$ cat config.mk
export PLATFORM = sky130hd
export DESIGN_NAME = ex_mem
export DESIGN_NICKNAME = d
export VERILOG_FILES = /design/src/rtl/ex_mem_pkg.sv /design/src/rtl/ex_mem.sv
export SDC_FILE = /design/constraint.sdc
export NUM_CORES = 1
export LEC_CHECK = 0
export BUFFER_PORTS_ARGS = -buffer_cell sky130_fd_sc_hd__buf_2
export CORE_MARGIN = 1.5
export CORE_UTILIZATION = 41
export DETAILED_ROUTE_END_ITERATION = 7
export HOLD_SLACK_MARGIN = 0.15
export MAX_ROUTING_LAYER = met4
export PLACE_DENSITY_LB_ADDON = 0.15
export SLEW_MARGIN = 20
export SYNTH_ARGS = -nofsm -noshare
export SYNTH_HDL_FRONTEND = slang
export SYNTH_SLANG_ARGS = --single-unit
export TNS_END_PERCENT = 5
$ cat constraint.sdc
create_clock -name clk -period 1.8 [get_ports clk]
set_input_delay 0.36 -clock clk [delete_from_list [all_inputs] [get_ports clk]]
set_output_delay 0.36 -clock clk [all_outputs]
set_load 0.005 [all_outputs]
$ cat src/rtl/ex_mem_pkg.sv
// Shared widths, memop codes and state encoding for the EX/MEM pipeline stage.
package ex_mem_pkg;

    localparam int ADDR_W     = 32;
    localparam int REG_ADDR_W = 5;
    localparam int MEM_OP_W   = 2;

    typedef enum logic [MEM_OP_W-1:0] {
        MEM_OP_NOP        = 2'd0,
        MEM_OP_WRITE_REG  = 2'd1,
        MEM_OP_LOAD_WORD  = 2'd2,
        MEM_OP_STORE_WORD = 2'd3
    } memOp_t;

    typedef enum logic {
        MEM_STATE_IDLE   = 1'b0,
        MEM_STATE_ACCESS = 1'b1
    } memState_t;

    localparam logic [REG_ADDR_W-1:0] REG_ZERO  = '0;
    localparam logic [ADDR_W-1:0]     ZERO_WORD = '0;

endpackage

$ cat src/rtl/ex_mem.sv
// EX/MEM stage: registers ALU results for writeback and runs load/store accesses
// over a req/ack handshake, stalling upstream while an access is in flight.
module ex_mem
    import ex_mem_pkg::*;
(
    input  logic                  clk,
    input  logic                  rst,
    input  logic [ADDR_W-1:0]     ex_result,
    input  logic [ADDR_W-1:0]     ex_storeData,
    input  logic [MEM_OP_W-1:0]   ex_memop,
    input  logic [REG_ADDR_W-1:0] ex_dest,
    input  logic                  ex_writeEnable,
    input  logic                  flush,
    output logic                  mem_req,
    output logic                  mem_we,
    output logic [ADDR_W-1:0]     mem_addr,
    output logic [ADDR_W-1:0]     mem_wdata,
    input  logic [ADDR_W-1:0]     mem_rdata,
    input  logic                  mem_ack,
    output logic                  stall_req,
    output logic [ADDR_W-1:0]     wb_data,
    output logic [REG_ADDR_W-1:0] wb_dest,
    output logic                  wb_writeEnable,
    output logic [ADDR_W-1:0]     fwd_data,
    output logic [REG_ADDR_W-1:0] fwd_dest,
    output logic                  fwd_writeEnable
);

    memState_t             r_state;
    logic                  r_memReq;
    logic                  r_memWe;
    logic [ADDR_W-1:0]     r_memAddr;
    logic [ADDR_W-1:0]     r_memWdata;
    logic [REG_ADDR_W-1:0] r_heldDest;
    logic [ADDR_W-1:0]     r_wbData;
    logic [REG_ADDR_W-1:0] r_wbDest;
    logic                  r_wbWe;

    memOp_t w_memop;
    assign w_memop = memOp_t'(ex_memop);

    // Every IDLE edge loads a bubble first, so loads, stores and NOPs leave
    // writeback quiet; only WRITE_REG and a load completion publish data.
    always_ff @(posedge clk) begin
        if (!rst) begin
            r_state    <= MEM_STATE_IDLE;
            r_memReq   <= 1'b0;
            r_memWe    <= 1'b0;
            r_memAddr  <= ZERO_WORD;
            r_memWdata <= ZERO_WORD;
            r_heldDest <= REG_ZERO;
            r_wbData   <= ZERO_WORD;
            r_wbDest   <= REG_ZERO;
            r_wbWe     <= 1'b0;
        end else begin
            case (r_state)
                MEM_STATE_IDLE: begin
                    r_wbData <= ZERO_WORD;
                    r_wbDest <= REG_ZERO;
                    r_wbWe   <= 1'b0;
                    r_memReq <= 1'b0;
                    if (!flush) begin
                        case (w_memop)
                            MEM_OP_WRITE_REG: begin
                                r_wbData <= ex_result;
                                r_wbDest <= ex_dest;
                                r_wbWe   <= ex_writeEnable && (ex_dest != REG_ZERO);
                            end
                            MEM_OP_LOAD_WORD: begin
                                r_memReq   <= 1'b1;
                                r_memWe    <= 1'b0;
                                r_memAddr  <= ex_result;
                                r_heldDest <= ex_dest;
                                r_state    <= MEM_STATE_ACCESS;
                            end
                            MEM_OP_STORE_WORD: begin
                                r_memReq   <= 1'b1;
                                r_memWe    <= 1'b1;
                                r_memAddr  <= ex_result;
                                r_memWdata <= ex_storeData;
                                r_state    <= MEM_STATE_ACCESS;
                            end
                            default: ;
                        endcase
                    end
                end
                MEM_STATE_ACCESS: begin
                    // The in-flight op is older than anything upstream, so ex_* and flush are ignored here.
                    if (mem_ack) begin
                        r_memReq <= 1'b0;
                        r_state  <= MEM_STATE_IDLE;
                        if (!r_memWe) begin
                            r_wbData <= mem_rdata;
                            r_wbDest <= r_heldDest;
                            r_wbWe   <= (r_heldDest != REG_ZERO);
                        end
                    end
                end
                default: r_state <= MEM_STATE_IDLE;
            endcase
        end
    end

    assign mem_req         = r_memReq;
    assign mem_we          = r_memWe;
    assign mem_addr        = r_memAddr;
    assign mem_wdata       = r_memWdata;
    assign stall_req       = (r_state == MEM_STATE_ACCESS);
    assign wb_data         = r_wbData;
    assign wb_dest         = r_wbDest;
    assign wb_writeEnable  = r_wbWe;
    assign fwd_data        = r_wbData;
    assign fwd_dest        = r_wbDest;
    assign fwd_writeEnable = r_wbWe;

endmodule

**Yosys cells after proc, flatten, opt, wreduce, memory -nomap -nowiden**

Cells that the tools add are included.

- Register bits: 110
- Input port bits: 108

- Equality and inequality tests: 5
- Mux-type cells: 22
- Bitwise gates (word level): 2
- Reduce and logical (&&, ||, !) cells: 10

Operator list:

| kind | count |
|---|---|
| two-way mux 32 bit | 4 |
| case mux 32 bit (2 select lines) | 1 |
| two-way mux 5 bit | 4 |
| AND reduction 3 bit | 4 |
| case mux 5 bit (2 select lines) | 1 |
| nonzero test 5 bit | 2 |
| two-way mux 1 bit | 8 |
| case mux 1 bit (2 select lines) | 4 |
| equality test 2 bit (second input constant) | 2 |
| != test 2 bit (second input constant) | 2 |
| equality test 2 x 1 -> 1 bit (second input constant) | 1 |
| NOT 1 bit | 2 |
| AND reduction 2 bit | 1 |
| nonzero test 2 bit | 1 |
| OR reduction 2 bit | 1 |
| logical AND 1 bit | 1 |

**Logic depth before layout (Yosys ltp)**

- Word-level depth: 5
- Depth in mapped cells: 6
- Depth with buffers taken out: 3

**Least setup slack after synthesis**

Ideal clock, no wire load.

- Path kind: register -> register
- Start point: register r_state, in the netlist stall_req
- End point: register r_memAddr[11], in the netlist mem_addr[11]
- Arrival time: 1.241 ns
- Required time: 1.678 ns
- Slack: 0.437 ns
- Stages on the path, launching flop included: 7
- Path buffers: 3
- Period minus slack after synthesis: 1.363 ns
- Cells stage by stage: dfxtp_1 buf_4 or3b_1 buf_2 buf_6 nand2_1 a21boi_0

- Word-level cells in the longest chain between the ends: 2

Ends and longest elaborated chain:

| element | RTL line | source |
|---|---|---|
| start: declaration | ex_mem.sv:29 | `memState_t r_state;` |
| start signal: assignment | ex_mem.sv:46 | `r_state <= MEM_STATE_IDLE;` |
| start signal: assignment | ex_mem.sv:74 | `r_state <= MEM_STATE_ACCESS;` |
| start signal: assignment | ex_mem.sv:81 | `r_state <= MEM_STATE_ACCESS;` |
| NOT 1 bit (no line) | n/a |  |
| AND reduction 3 bit (no line) | n/a |  |
| end signal: assignment | ex_mem.sv:72 | `r_memAddr <= ex_result;` |
| end signal: assignment | ex_mem.sv:79 | `r_memAddr <= ex_result;` |
| end: declaration | ex_mem.sv:32 | `logic [ADDR_W-1:0] r_memAddr;` |

Every way passes these cells.
A chain may end at the register's enable or synchronous reset.

**Worst setup path after layout**

- Start point: register r_state, in the netlist stall_req
- End point: output stall_req

RTL lines:

| element | RTL line | source |
|---|---|---|
| end: declaration | ex_mem.sv:20 | `output logic stall_req,` |

No word-level cell between the ends.

==> out/qor.yml <==
via_per_inst: 5.13
slew_headroom_pct: 37.0
drt_iter0_markers: 187
worst_pin_slew_ps: 944
crit_buf_inv: 2
cp_slowest_cell: "dfxtp_2"
grt_max_degree: 111
clock_latency_ps: 340
final_nets: 832
slowest_delay_ps: 460
status: "complete, no violations"
h-tree-depth: 3
areaGrowthSynthToFinish_pct: 27.9
die_area_um2: 12100
wl_um: 13100
synth_compound_area_share_pct: 28.3
grt-ovfl-total: 0
drtAntennaViolNets: 0
drt-pass1-iter-count: 4
regArea_um2: 2200
std_cell_rows: 38
slew_viol_final: 0
hold_path.class: "in -> reg"
startpoint_type: "flip-flop"
required_ps: 1440
period_share_pct: 90.9
synth_top_family_by_area: "compound AO/OA/AOI/OAI gates"
hold_violations: 0
skew_ps: 4.89
synthAdderAreaFrac_pct: 0
cts_setup_buffers: 0
cap_violations: 0
place_hpwl_um: 9090
multi_input_area_um2: 1970
vdd_drop_max_v: 0.000400
synth-xor-area-share_pct: 0
timing.hold.ws_ps: 252
end_kind: "output port"
ctsResizeCount: 0
crit_type: "reg -> out"
path_cells: "buf_4 -> buf_2"
min_period_ps: 1640
cts_buffer_depth: 2
yosysSeqAreaShare_pct: 46.9
grt_pass1_vias: 4083
place_congestion: 0.734
syn_inst: 535
fillers: 1019
clkSlewWorstSetupHoldPaths_ps: 60
yosysUniqueCellTypes: 27
cts_sinks: 110
synthSimpleGateAreaFrac_pct: 13.5
final_common_cell: "buf_2"
antenna_found_initial: 1
die_h_um: 110
rsz0062_at_grt: "false"
track_usage_pct: 22.1
arrival_ps: 1280
grt_pass1_wl_um: 19900
final_cell_mix: "buf_2, nand2_1, dfxtp_1"
grt_use_met1_pct: 27.0
start_util_pct: 42.8
drc_errors: 0
cts_buffers: 9
root_buffer: "clkbuf_16"
finalSetupViolations: 0
max_freq_ghz: 0.611
synth_seq_cells: 110
pin_count: 251
detail_route.wl_per_cell_um: 15.2
grtUsageMet2_pct: 36.4
die_width_um: 110
grt.busiest_layer: "met2"
port_buffers: 250
cts_tree: "built"
synth.cell_area_um2: 4700
crit_family: "buffers and inverters"
cp_max_fo: 21
power_per_cell_area_nw_per_um2: 837
p_leak_nw: 2.76
ctsHoldBuffers: 0
vias: 4434
reg2reg_slack_ps: 290
core_um2: 11000
grt_util_met3_pct: 3.23
syn_avg_cell_area_um2: 8.78
synth_nets: 643
tns_ps: 0
muxShareOfSynthArea_pct: 0
drive_above_1_share_pct: 38.6
yosysWarningCount: 0
==> kinds of logic (layout without fill, tap and decap cells) <==
logic type | count (synthesis) | in the layout
buffers and inverters | 86 | 274
flip-flops | 110 | 110
other | 0 | 1
AND/OR/NAND/NOR | 147 | 147
AO/OA/AOI/OAI | 192 | 192
==> cell usage after synthesis, drive strengths merged <==
master / instances / area, um^2
clkbuf: 20 / 75.1
a21boi: 69 / 518
nand4bb: 1 / 11.3
or3b: 1 / 8.76
nand2b: 1 / 6.26
dfxtp: 110 / 2200
o211ai: 1 / 7.51
o21ai: 6 / 30.0
nor3b: 1 / 18.8
a22oi: 36 / 270
a31oi: 1 / 6.26
a21oi: 39 / 195
or4: 1 / 7.51
nor4b: 2 / 38.8
inv: 1 / 3.75
o31ai: 38 / 285
and4bb: 1 / 12.5
o21a: 1 / 7.51
nor2b: 4 / 25.0
nand2: 135 / 507
buf: 65 / 453
o41ai: 1 / 8.76
==> area by class of cell <==
| type | count | share of cell area (%) |
|---|---|---|
| antenna | 1 | 0.0417 |
| clock buffer | 10 | 3.98 |
| inverter | 1 | 0.0625 |
| multi-input combinational | 339 | 32.8 |
| sequential | 110 | 36.7 |
| tap | 140 | 2.92 |
| timing repair buffer | 263 | 23.5 |
==> layer usage <==
metal | share of wire, % | up-vias
met3 | 6.8 | 21
met5 | 0 | -
met1 | 43 | 2035
met2 | 48 | 190
li1 | - | 2188
met4 | 2.2 | 0
==> state kept, by name, summed over array words and instances, names as in the netlist <==
signal and cells:
r_heldDest 5, fwd_writeEnable 1, stall_req 1, mem_req 1
mem_we 1, mem_wdata 32, mem_addr 32, fwd_dest 5
fwd_data 32
==> tightest hold or removal path, stage by stage <==
cell and delay [ps]:
buf_2 100, nand2_1 40, a21boi_1 50
==> stage by stage <==
stage                     utilization (%)  worst slack [ps]  power, mW  area [um^2]  std cells
after detailed placement             52.5               174       3.35         5770        853
final                                54.7               165       5.03         6010        864
after global routing                 54.7              83.4       5.27         6010        864
after global placement               52.5               218       3.34         5770        853
after floorplan                         -               437       3.04         4700        535
after CTS                            54.7               139       5.09         6000        863
==> final timing paths <==
| check | to | from | cells after the start |
|---|---|---|---|
| worst max-delay path | stall_req | stall_req$_SDFF_PN0_ | 2 |
| worst min-delay path | mem_wdata[10]$_SDFFE_PN0P_ | ex_storeData[10] | 3 |
| worst max register to register | fwd_data[6]$_SDFFE_PN0P_ | mem_we$_SDFFE_PN0P_ | 3 |
| worst min register to register | mem_wdata[10]$_SDFFE_PN0P_ | mem_wdata[10]$_SDFFE_PN0P_ | 2 |
==> power by group <==
part	switching [mW]	internal [mW]	leakage [nW]
Sequential	0.0709	2.54	0.897
Clock	0.801	0.930	0.118
Combinational	0.355	0.325	1.75
Note: power is estimated with default switching activity, not from simulation.
